File: config.mk
export PLATFORM = sky130hd
export DESIGN_NAME = pc_fetch_stage_flat
export DESIGN_NICKNAME = d
export VERILOG_FILES = /design/src/rtl/fetch_pkg.sv /design/src/rtl/pc_fetch_stage_if.sv /design/src/rtl/if_id_reg.sv /design/src/rtl/pc_fetch_stage.sv /design/src/flat_wrapper.sv
export SDC_FILE = /design/constraint.sdc
export NUM_CORES = 1
export LEC_CHECK = 0
export CAP_MARGIN = 10
export CORE_UTILIZATION = 50
export CTS_CLUSTER_SIZE = 24
export DETAILED_ROUTE_END_ITERATION = 10
export PLACE_DENSITY = 0.84
export SLEW_MARGIN = 5
export SYNTH_ARGS = -nofsm -noshare
export SYNTH_HDL_FRONTEND = slang
export SYNTH_HIERARCHICAL = 1
export SYNTH_SLANG_ARGS = --single-unit
File: constraint.sdc
create_clock -name i_clk -period 6.06 [get_ports i_clk]
set_input_delay 0.606 -clock i_clk [delete_from_list [all_inputs] [get_ports i_clk]]
set_output_delay 0.606 -clock i_clk [all_outputs]
set_load 0.02 [all_outputs]
File: src/rtl/fetch_pkg.sv
// rtl/fetch_pkg.sv - shared state encoding and instruction constants for the fetch stage
package fetch_pkg;

  typedef enum logic [1:0] {
    ST_IDLE   = 2'd0,
    ST_RUN    = 2'd1,
    ST_HALTED = 2'd2
  } fetch_state_e;

  localparam logic [31:0] NOP_INSTR          = 32'h0000_0000;
  localparam logic [31:0] HALT_INSTR_DEFAULT = 32'hFFFF_FFFF;

endpackage

File: src/rtl/pc_fetch_stage_if.sv
// rtl/pc_fetch_stage_if.sv - instruction memory bus between the fetch stage and imem
interface pc_fetch_stage_if #(
  parameter int DATA_W = 32
);

  logic [DATA_W-1:0] imem_addr;
  logic [DATA_W-1:0] imem_data;

  modport master (
    output imem_addr,
    input  imem_data
  );

  modport slave (
    input  imem_addr,
    output imem_data
  );

endinterface

File: src/rtl/if_id_reg.sv
// rtl/if_id_reg.sv - IF/ID pipeline register with load enable and flush-to-NOP
module if_id_reg
  import fetch_pkg::*;
#(
  parameter int DATA_W = 32
) (
  input  logic              i_clk,
  input  logic              i_rst_n,
  input  logic              i_enable,
  input  logic              i_flush,
  input  logic [DATA_W-1:0] i_instr,
  input  logic [DATA_W-1:0] i_pc_plus4,
  output logic [DATA_W-1:0] o_instr,
  output logic [DATA_W-1:0] o_pc_plus4,
  output logic              o_valid
);

  logic [DATA_W-1:0] instr_q, instr_d;
  logic [DATA_W-1:0] pc_plus4_q, pc_plus4_d;
  logic              valid_q, valid_d;

  // Flush wins over load; a flush keeps pc_plus4 so ID still sees the last link value.
  always_comb begin
    instr_d    = instr_q;
    pc_plus4_d = pc_plus4_q;
    valid_d    = valid_q;
    if (i_flush) begin
      instr_d = DATA_W'(NOP_INSTR);
      valid_d = 1'b0;
    end else if (i_enable) begin
      instr_d    = i_instr;
      pc_plus4_d = i_pc_plus4;
      valid_d    = 1'b1;
    end
  end

  // IF/ID storage, cleared asynchronously.
  always_ff @(posedge i_clk or negedge i_rst_n) begin
    if (!i_rst_n) begin
      instr_q    <= DATA_W'(NOP_INSTR);
      pc_plus4_q <= '0;
      valid_q    <= 1'b0;
    end else begin
      instr_q    <= instr_d;
      pc_plus4_q <= pc_plus4_d;
      valid_q    <= valid_d;
    end
  end

  assign o_instr    = instr_q;
  assign o_pc_plus4 = pc_plus4_q;
  assign o_valid    = valid_q;

endmodule

File: src/rtl/pc_fetch_stage.sv
// rtl/pc_fetch_stage.sv - PC/fetch stage with IDLE/RUN/HALTED control; FETCH_STEP_EN adds single-step inputs
module pc_fetch_stage
  import fetch_pkg::*;
#(
  parameter int                DATA_W     = 32,
  parameter logic [DATA_W-1:0] RESET_PC   = '0,
  parameter logic [DATA_W-1:0] HALT_INSTR = DATA_W'(HALT_INSTR_DEFAULT)
) (
  input  logic                     i_clk,
  input  logic                     i_rst_n,
  input  logic                     i_start,
  input  logic                     i_stall,
`ifdef FETCH_STEP_EN
  input  logic                     i_step_mode,
  input  logic                     i_step,
`endif
  input  logic                     i_pc_mux_ctrl,
  input  logic [DATA_W-1:0]        i_target,
  pc_fetch_stage_if.master         imem,
  output logic [DATA_W-1:0]        o_instr,
  output logic [DATA_W-1:0]        o_pc_plus4,
  output logic                     o_valid,
  output logic                     o_halted
);

  fetch_state_e      state_q, state_d;
  logic [DATA_W-1:0] pc_q, pc_d;
  logic              halted_q, halted_d;

  logic              stall_eff;
  logic              active;
  logic              redirect;
  logic              advance;
  logic              is_halt;
  logic [DATA_W-1:0] pc_plus4;

  // In step mode every cycle without a step pulse is treated exactly like a hazard stall.
`ifdef FETCH_STEP_EN
  assign stall_eff = i_stall | (i_step_mode & ~i_step);
`else
  assign stall_eff = i_stall;
`endif

  // Priority: stall, then redirect, then sequential advance; only RUN moves anything.
  always_comb begin
    active   = (state_q == ST_RUN) && !stall_eff;
    redirect = active && i_pc_mux_ctrl;
    advance  = active && !i_pc_mux_ctrl;
    is_halt  = (imem.imem_data == HALT_INSTR);
    pc_plus4 = pc_q + DATA_W'(4);
  end

  // Next PC, state and halt flag; a halt fetched on a redirect cycle is simply dropped.
  always_comb begin
    state_d  = state_q;
    pc_d     = pc_q;
    halted_d = halted_q;
    case (state_q)
      ST_IDLE: begin
        if (i_start) state_d = ST_RUN;
      end
      ST_RUN: begin
        if (redirect) begin
          pc_d = i_target;
        end else if (advance) begin
          if (is_halt) begin
            state_d  = ST_HALTED;
            halted_d = 1'b1;
          end else begin
            pc_d = pc_plus4;
          end
        end
      end
      ST_HALTED: begin
        halted_d = 1'b1;
      end
      default: begin
        state_d  = ST_IDLE;
        halted_d = 1'b0;
      end
    endcase
  end

  // Control state and PC register, cleared asynchronously.
  always_ff @(posedge i_clk or negedge i_rst_n) begin
    if (!i_rst_n) begin
      state_q  <= ST_IDLE;
      pc_q     <= RESET_PC;
      halted_q <= 1'b0;
    end else begin
      state_q  <= state_d;
      pc_q     <= pc_d;
      halted_q <= halted_d;
    end
  end

  if_id_reg #(
    .DATA_W (DATA_W)
  ) u_if_id_reg (
    .i_clk      (i_clk),
    .i_rst_n    (i_rst_n),
    .i_enable   (advance),
    .i_flush    (redirect),
    .i_instr    (imem.imem_data),
    .i_pc_plus4 (pc_plus4),
    .o_instr    (o_instr),
    .o_pc_plus4 (o_pc_plus4),
    .o_valid    (o_valid)
  );

  assign imem.imem_addr = pc_q;
  assign o_halted       = halted_q;

endmodule

File: src/flat_wrapper.sv
// flat-port wrapper written by rule: the top's interface ports become plain ports
module pc_fetch_stage_flat import fetch_pkg::*;
#(
  parameter int                DATA_W     = 32,
  parameter logic [DATA_W-1:0] RESET_PC   = '0,
  parameter logic [DATA_W-1:0] HALT_INSTR = DATA_W'(HALT_INSTR_DEFAULT)
)
  (i_clk, i_rst_n, i_start, i_stall, i_pc_mux_ctrl, i_target, o_instr, o_pc_plus4, o_valid, o_halted, imem_imem_addr, imem_imem_data);
  pc_fetch_stage_if #(.DATA_W(DATA_W)) imem_i ();
  input  logic i_clk;
  input  logic i_rst_n;
  input  logic i_start;
  input  logic i_stall;
  input  logic i_pc_mux_ctrl;
  input  logic [DATA_W-1:0] i_target;
  output logic [DATA_W-1:0] o_instr;
  output logic [DATA_W-1:0] o_pc_plus4;
  output logic o_valid;
  output logic o_halted;
  output wire logic [$bits(imem_i.imem_addr)-1:0] imem_imem_addr;
  input wire logic [$bits(imem_i.imem_data)-1:0] imem_imem_data;
  assign imem_imem_addr = imem_i.imem_addr;
  assign imem_i.imem_data = imem_imem_data;
  pc_fetch_stage #(.DATA_W(DATA_W), .RESET_PC(RESET_PC), .HALT_INSTR(HALT_INSTR)) u_core (.i_clk(i_clk), .i_rst_n(i_rst_n), .i_start(i_start), .i_stall(i_stall), .i_pc_mux_ctrl(i_pc_mux_ctrl), .i_target(i_target), .imem(imem_i), .o_instr(o_instr), .o_pc_plus4(o_pc_plus4), .o_valid(o_valid), .o_halted(o_halted));
endmodule
==> summary.md, run 1 <==
| Metric | Value |
|---|---|
| Run status | completed |
| Top cell by count, worst path | buf_4 |
| Maximum operating frequency | ~290 MHz |
| Tcrit/Tclk final | 0.574 |
| Largest cells by area after synthesis | dfrtp_1, mux2_4, mux2i_1 |
| Critical Path Source | i_pc_mux_ctrl |
| Number of flops mapped to enable cells by yosys | 0 |
| Final setup fails | 0 |
| Crit Path Category | in2reg |
| Placed cell count | 783 |
| GR Util All Layers | 0.274 |
| R2R Path End | u_core/u_if_id_reg/o_pc_plus4[0] |
| Avg Cell Area, Syn | 10.7 um2 |
| Combinational power share | 0.367 |
| Sequential share of power | 0.420 |
| Count leader, synth | dfrtp_1 |
| DRT Wirelength | around 15 mm |
| Drc violations | 0 |
| Pwr per Cell Area | ~300 nW/um2 |
| Slowest-stage cell, CP | inv_2 |
| Starting Density | 0.524 |
| Net Sw Frac | 0.335 |
| Area leader, netlist | dfrtp_1 |
| Clk Tree Root Cell | clkbuf_8 |
| Max cap viols | 0 |
| Number of warning messages in the yosys log | 6 |
| Crit path cell chain | clkdlybuf4s50_1 > buf_4 > inv_1 > nand2_1 > inv_2 > nor2b_4 > buf_4 > mux2_2 |
| GRT met3 Usage | 0.0778 |
| Clk_lat worst skew | 0.37 ns |
| DR WL/cell | about 19 um |
| Worst-path clk slew | around 0.1 ns |
| Crit Path Max Fanout | 43 |
| First DRT Iteration DRCs | approximately 290 |
| CTS Buffer Depth | 2 |
| Dpl hpwl | between 10 and 15 mm |
| Dpl cell area | 7150 um2 |
| HP Class | in2async |
| Setup TNS | 0 ns |
| CORE AREA | 10500 um2 |
| GR peak layer | met2 |
| Final GP Congestion | about 0.84 |
| First-pass GRT wire length | between 20 and 25 mm |
| P_int | ~1.5 mW |
| NetSw | around 0.74 mW |
| DR pass1 iterations | 4 |
| GR Overflow Total | 0 |
| Fin area | between 7000 and 8000 um2 |
| Fraction of registers with async set/reset | 1.00 |
| Vias in the first global route | roughly 4700 |
| Initial antenna violation count | 0 |
| Full die area | 11400 um2 |
| Post-synthesis to final-layout area growth | 33.6% |
| Worst r2r path cells | 8 |
| H-tree Lvls | 3 |
| PortBufs | 166 |
| Final Hold Fails | 0 |
| R2R setup slack | approximately 2.7 ns |
| Worst Tran Pin Value | approximately 1.1 ns |
| Die height | ~110 um |
| Syn nets | roughly 590 |
| Met2 usage | 0.429 |
| Top cell type's share of synthesized area | 0.454 |
| Post-DRT Antenna Nets | 0 |
| TritonCTS sink count | 100 |
| Share of layout cells above drive strength 1 | 0.121 |
| Yosys cell types | between 60 and 70 |
| Power, Total | roughly 2.2 mW |
| RSZ-0062 raised after global routing | false |
| Post-CTS sizing | 0 |
| Die span in x | about 110 um |
| Postcts setup bufs | 0 |
| Critical path endpoint | u_core/u_if_id_reg/o_pc_plus4[0] |
| Vias | between 4000 and 5000 |
| Hold_buf cts | 0 |
| CP Launch Type | input pin |
| Leak | around 3.1 nW |
| Post-synth top flop | dfrtp_1 |
| Clock Power Share | 0.213 |
| Ant diodes | 0 |
| Mapped Cells | about 520 |
| Post-synthesis sequential area ratio | 0.454 |
| Largest net degree at the start of global routing | 72 |
| Routing usage on met1 | 0.364 |
| Rel. slew slack | 0.257 |
| Final core occ | 0.700 |
| Req. time, crit path | approximately 6.3 ns |
| CTS tree | done |
| Synth Cell Area | approximately 5500 um2 |
| Layout Cells excl Fill | between 700 and 800 |
| Crit. End Element | flip-flop |
| Nets | roughly 730 |
| Number of synthesized register bits | 100 |
| # IOs | ~170 |
| Via density | approximately 6 |
| Clock skew | ~0.011 ns |
| Row count | 37 |
| CP peak stage delay | 0.72 ns |
| TritonCTS Buffers | 9 |
| WP data arrival | roughly 3.7 ns |
| R2R Path Start | u_core/state_q[1] |
| Minimum clock period | 3.48 ns |
| Fin. max-slew vios | 0 |
| VDD IR max | between 150 and 200 uV |
| Post-synth top cells | dfrtp_1, nor2_1, mux2i_1, nand2_1, mux2_4 |
## cell type report
class / count / area, um2
clock inverter: 6 / 87.6
timing repair buffer: 173 / 1710
clock buffer: 10 / 128
sequential: 100 / 2500
multi-input combinational: 363 / 2720
inverter: 11 / 41.3
tap: 136 / 170
fill: 781 / 3150
## cells by family after synthesis
group                    share of synthesized area
AND/OR/NAND/NOR                              0.176
adder cells (fa/ha/maj)                    0.00909
buffers and inverters                       0.0525
multiplexers                                 0.152
XOR/XNOR                                    0.0445
AO/OA/AOI/OAI                                0.112
flip-flops                                   0.454
## power groups by stage
| stage | clock (mW) | combinational (mW) | sequential (mW) |
|---|---|---|---|
| floorplan | 0 | 0.299 | 1.05 |
| global placement | 0 | 0.791 | 0.927 |
| detailed placement | 0 | 0.808 | 0.933 |
| CTS | 0.478 | 0.809 | 0.922 |
| global route | 0.502 | 0.854 | 0.941 |
| finish | 0.467 | 0.806 | 0.922 |
## stage by stage
step	worst slack [ns]	hold WS [ns]
floorplan	3.83	0.310
global placement	2.29	0.479
detailed placement	2.17	0.492
CTS	2.58	0.151
global route	2.41	0.158
finish	2.58	0.149
## metal layers
metal / up-vias / part of all wire
li1: 2150 / -
met1: 2267 / 0.41
met2: 242 / 0.48
met3: 23 / 0.090
met4: 0 / 0.021
met5: - / 0
## state kept, by name (all words and copies together), names as in the netlist
signal / count
u_core/imem.imem_addr: 32
u_core/o_halted: 1
u_core/state_q: 2
u_core/u_if_id_reg/o_instr: 32
u_core/u_if_id_reg/o_pc_plus4: 32
u_core/u_if_id_reg/o_valid: 1
## worst min-delay path by stage
stage,end,depth (start not counted)
final,u_core/u_if_id_reg/o_instr[21],1
after detailed placement,u_core/u_if_id_reg/o_valid,2
after CTS,u_core/u_if_id_reg/o_instr[21],1
after global routing,u_core/u_if_id_reg/o_instr[21],1
after floorplan,u_core/imem.imem_addr[0],0
after global placement,u_core/u_if_id_reg/o_valid,2
## layout by cell type, fill, tap and decap left out, drive strengths merged, types with 7 or more instances in the layout
cell type,instances
clkdlybuf4s50,165
dfrtp,100
nor2,52
mux2,35
mux2i,33
nand2,32
nand3,25
xnor2,19
nand4,16
o211ai,14
and3,13
inv,12
clkbuf,10
nor3,10
xor2,9
buf,8
o21ai,8
a21oi,8
and4,7
nor4,7
## critical path, delay by kind of cell
kind,cells,cell delay (ns)
AND/OR/NAND/NOR,2,0.77
buffers and inverters,5,1.97
multiplexers,1,0.38
Note: power is estimated with default switching activity, not from simulation.
==> inputs of run 2 (changes only) <==
- CORE_UTILIZATION: 50 -> 48
- PLACE_DENSITY: 0.84 -> 0.82
- clock period: 6.06 -> 3.5 ns (I/O delays scaled with it)
==> summary.md, run 2 (same netlist as run 1, synthesis figures left out) <==
| Metric | Value |
|---|---|
| Run status | completed (unchanged) |
| Final hold slack | 0.501 ns (was 0.149 ns) |
| Die span in x | 109 um (was 107 um) |
| Final setup fails | 0 (unchanged) |
| CP Launch Type | flip-flop (was input pin) |
| DR WL/cell | 19.2 um (was 18.9 um) |
| Fin. max-slew vios | 0 (unchanged) |
| First-pass GRT wire length | 24.6 mm (was 24.3 mm) |
| Pwr per Cell Area | 544 nW/um2 (was 298 nW/um2) |
| Commonest non-fill, non-tap cell in the layout | clkdlybuf4s50_1 (unchanged) |
| CORE AREA | 11000 um2 (was 10500 um2) |
| Crit. End Element | flip-flop (unchanged) |
| Tcrit/Tclk final | 0.739 |
| Final GP Congestion | 0.876 (was 0.839) |
| Crit path cell chain | inv_1 > ha_1 > nor2b_2 > nand2_1 > clkinv_1 > nor2b_4 > buf_12 > mux2_4 (was clkdlybuf4s50_1 > buf_4 > inv_1 > nand2_1 > inv_2 > nor2b_4 > buf_4 > mux2_2) |
| Minimum clock period | ~2.6 ns |
| Layout Cells excl Fill | 809 (was 799) |
| Clk Tree Root Cell | clkbuf_16 (was clkbuf_8) |
| Leak | 3.20 nW (was 3.11 nW) |
| Setup TNS | 0 ns (unchanged) |
| CP delay by family, top | simple AND/OR/NAND/NOR gates (was buffers and inverters) |
| Nets | 737 (was 731) |
| CTS Buffer Depth | 2 (unchanged) |
| Slowest-stage cell, CP | nor2b_4 (was inv_2) |
| Req. time, crit path | 3.73 ns (was 6.32 ns) |
| Dpl hpwl | 10.9 mm (was 10.7 mm) |
| Die height | 109 um (was 107 um) |
| PortBufs | 166 (unchanged) |
| Vias | 4817 (was 4682) |
| Share of layout cells above drive strength 1 | 0.127 (was 0.121) |
| Row count | 38 (was 37) |
| Ant diodes | 0 (unchanged) |
| Max cap viols | 0 (unchanged) |
| Rel. slew slack | 0.458 (was 0.257) |
| RSZ-0062 raised after global routing | false (unchanged) |
| Postcts setup bufs | 0 (unchanged) |
| Clk_lat worst skew | 0.34 ns (was 0.37 ns) |
| Via density | 5.95 (was 5.86) |
| Buf+Inv Stages, Crit Path | 3 (was 5) |
| CTS tree | done (unchanged) |
| Drc violations | 0 (unchanged) |
| Filler cells | 829 (was 781) |
| DR pass1 iterations | 5 (was 4) |
| Worst r2r path cells | 8 (unchanged) |
| TritonCTS Buffers | 9 (unchanged) |
| Critical Path Source | u_core/state_q[1] (was i_pc_mux_ctrl) |
| Maximum operating frequency | approximately 390 MHz |
| Post-DRT Antenna Nets | 0 (unchanged) |
| Post-synthesis to final-layout area growth | 37.0% (was 33.6%) |
| Largest net degree at the start of global routing | 37 (was 72) |
| Commonest non-fill, non-tap cells in the layout | clkdlybuf4s50_1, dfrtp_1, nor2_1 (unchanged) |
| Crit Path Category | reg2reg (was in2reg) |
| Worst-path clk slew | 0.06 ns (was 0.10 ns) |
| Vias in the first global route | 4920 (was 4664) |
| Power, Total | 4.11 mW (was 2.19 mW) |
| WP data arrival | 2.81 ns (was 3.74 ns) |
| Critical path depth | 8 (unchanged) |
| Initial antenna violation count | 0 (unchanged) |
| Crit Path Max Fanout | 21 (was 43) |
| Full die area | 11900 um2 (was 11400 um2) |
| Worst Tran Pin Value | 0.806 ns (was 1.11 ns) |
| GR Overflow Total | 0 (unchanged) |
| TritonCTS sink count | 100 (unchanged) |
| Final core occ | 0.684 (was 0.700) |
| Starting Density | 0.499 (was 0.524) |
| Final Hold Fails | 0 (unchanged) |
| Clock skew | 0.00448 ns (was 0.0106 ns) |
| # IOs | 167 (unchanged) |
| DRT Wirelength | 15.5 mm (was 15.1 mm) |
| GR Util All Layers | 0.271 (was 0.274) |
| First DRT Iteration DRCs | 321 (was 292) |
| HP Class | in2async (unchanged) |
| Placed cell count | 792 (was 783) |
| R2R Path Start | u_core/state_q[1] (unchanged) |
| VDD IR max | 333 uV (was 155 uV) |
| CP peak stage delay | 0.47 ns (was 0.72 ns) |
| H-tree Lvls | 3 (unchanged) |
-- run 2: cell count changes in the layout (fill, tap and decap cells not counted), sizes merged --
cell         change
clkbuf           +2
dlygate4sd3      +1
inv              -2
buf              +5
-- run 2: final cells by class --
cell class | instances | area [um2] | share of cell area
multi-input cells | 363 | 2720 | 0.360
flip-flops and latches | 100 | 2500 | 0.332
repair buffers | 179 | 1770 | 0.235
clock buffers | 12 | 267 | 0.0353
well taps | 140 | 175 | 0.0232
clock inverters | 4 | 70.1 | 0.00928
inverters | 11 | 41.3 | 0.00547
-- run 2: metal layers --
| layer | global-route usage | wire (um) | part of all wire | vias to the layer above |
|---|---|---|---|---|
| met4 | 0.121 | 298 | 0.019 | 0 |
| li1 | - | - | - | 2170 |
| met3 | 0.0454 | 1150 | 0.074 | 26 |
| met2 | 0.448 | 7720 | 0.50 | 223 |
| met5 | 0 | 0 | 0 | - |
| met1 | 0.348 | 6350 | 0.41 | 2398 |
-- run 2: final timing paths --
path,slack [ns],endpoint
max,0.92,u_core/u_if_id_reg/o_pc_plus4[30]
min in group i_clk,0.51,u_core/u_if_id_reg/o_pc_plus4[21]
max reg2reg,0.92,u_core/u_if_id_reg/o_pc_plus4[30]
min,0.50,u_core/u_if_id_reg/o_pc_plus4[9]
max in group asynchronous,2.18,u_core/imem.imem_addr[14]
min reg2reg,0.51,u_core/u_if_id_reg/o_pc_plus4[21]
-- run 2: report_power, final --
part	leakage, nW	internal [mW]	switching [mW]
Combinational	1.81	0.749	0.647
Sequential	1.22	1.38	0.225
Clock	0.169	0.683	0.427
-- run 2: through the flow --
stage	worst slack, ns	area [um2]
final	0.915	7550
after global routing	0.758	7550
after CTS	0.942	7550
after detailed placement	0.674	7200
after global placement	0.757	7200
after floorplan	1.27	5510
-- run 2: what timing repair did --
action | in CTS | in global routing
endpoints found under the hold margin | 31 | 0
gates resized for setup | 0 | 0
hold buffers | 1 | 0
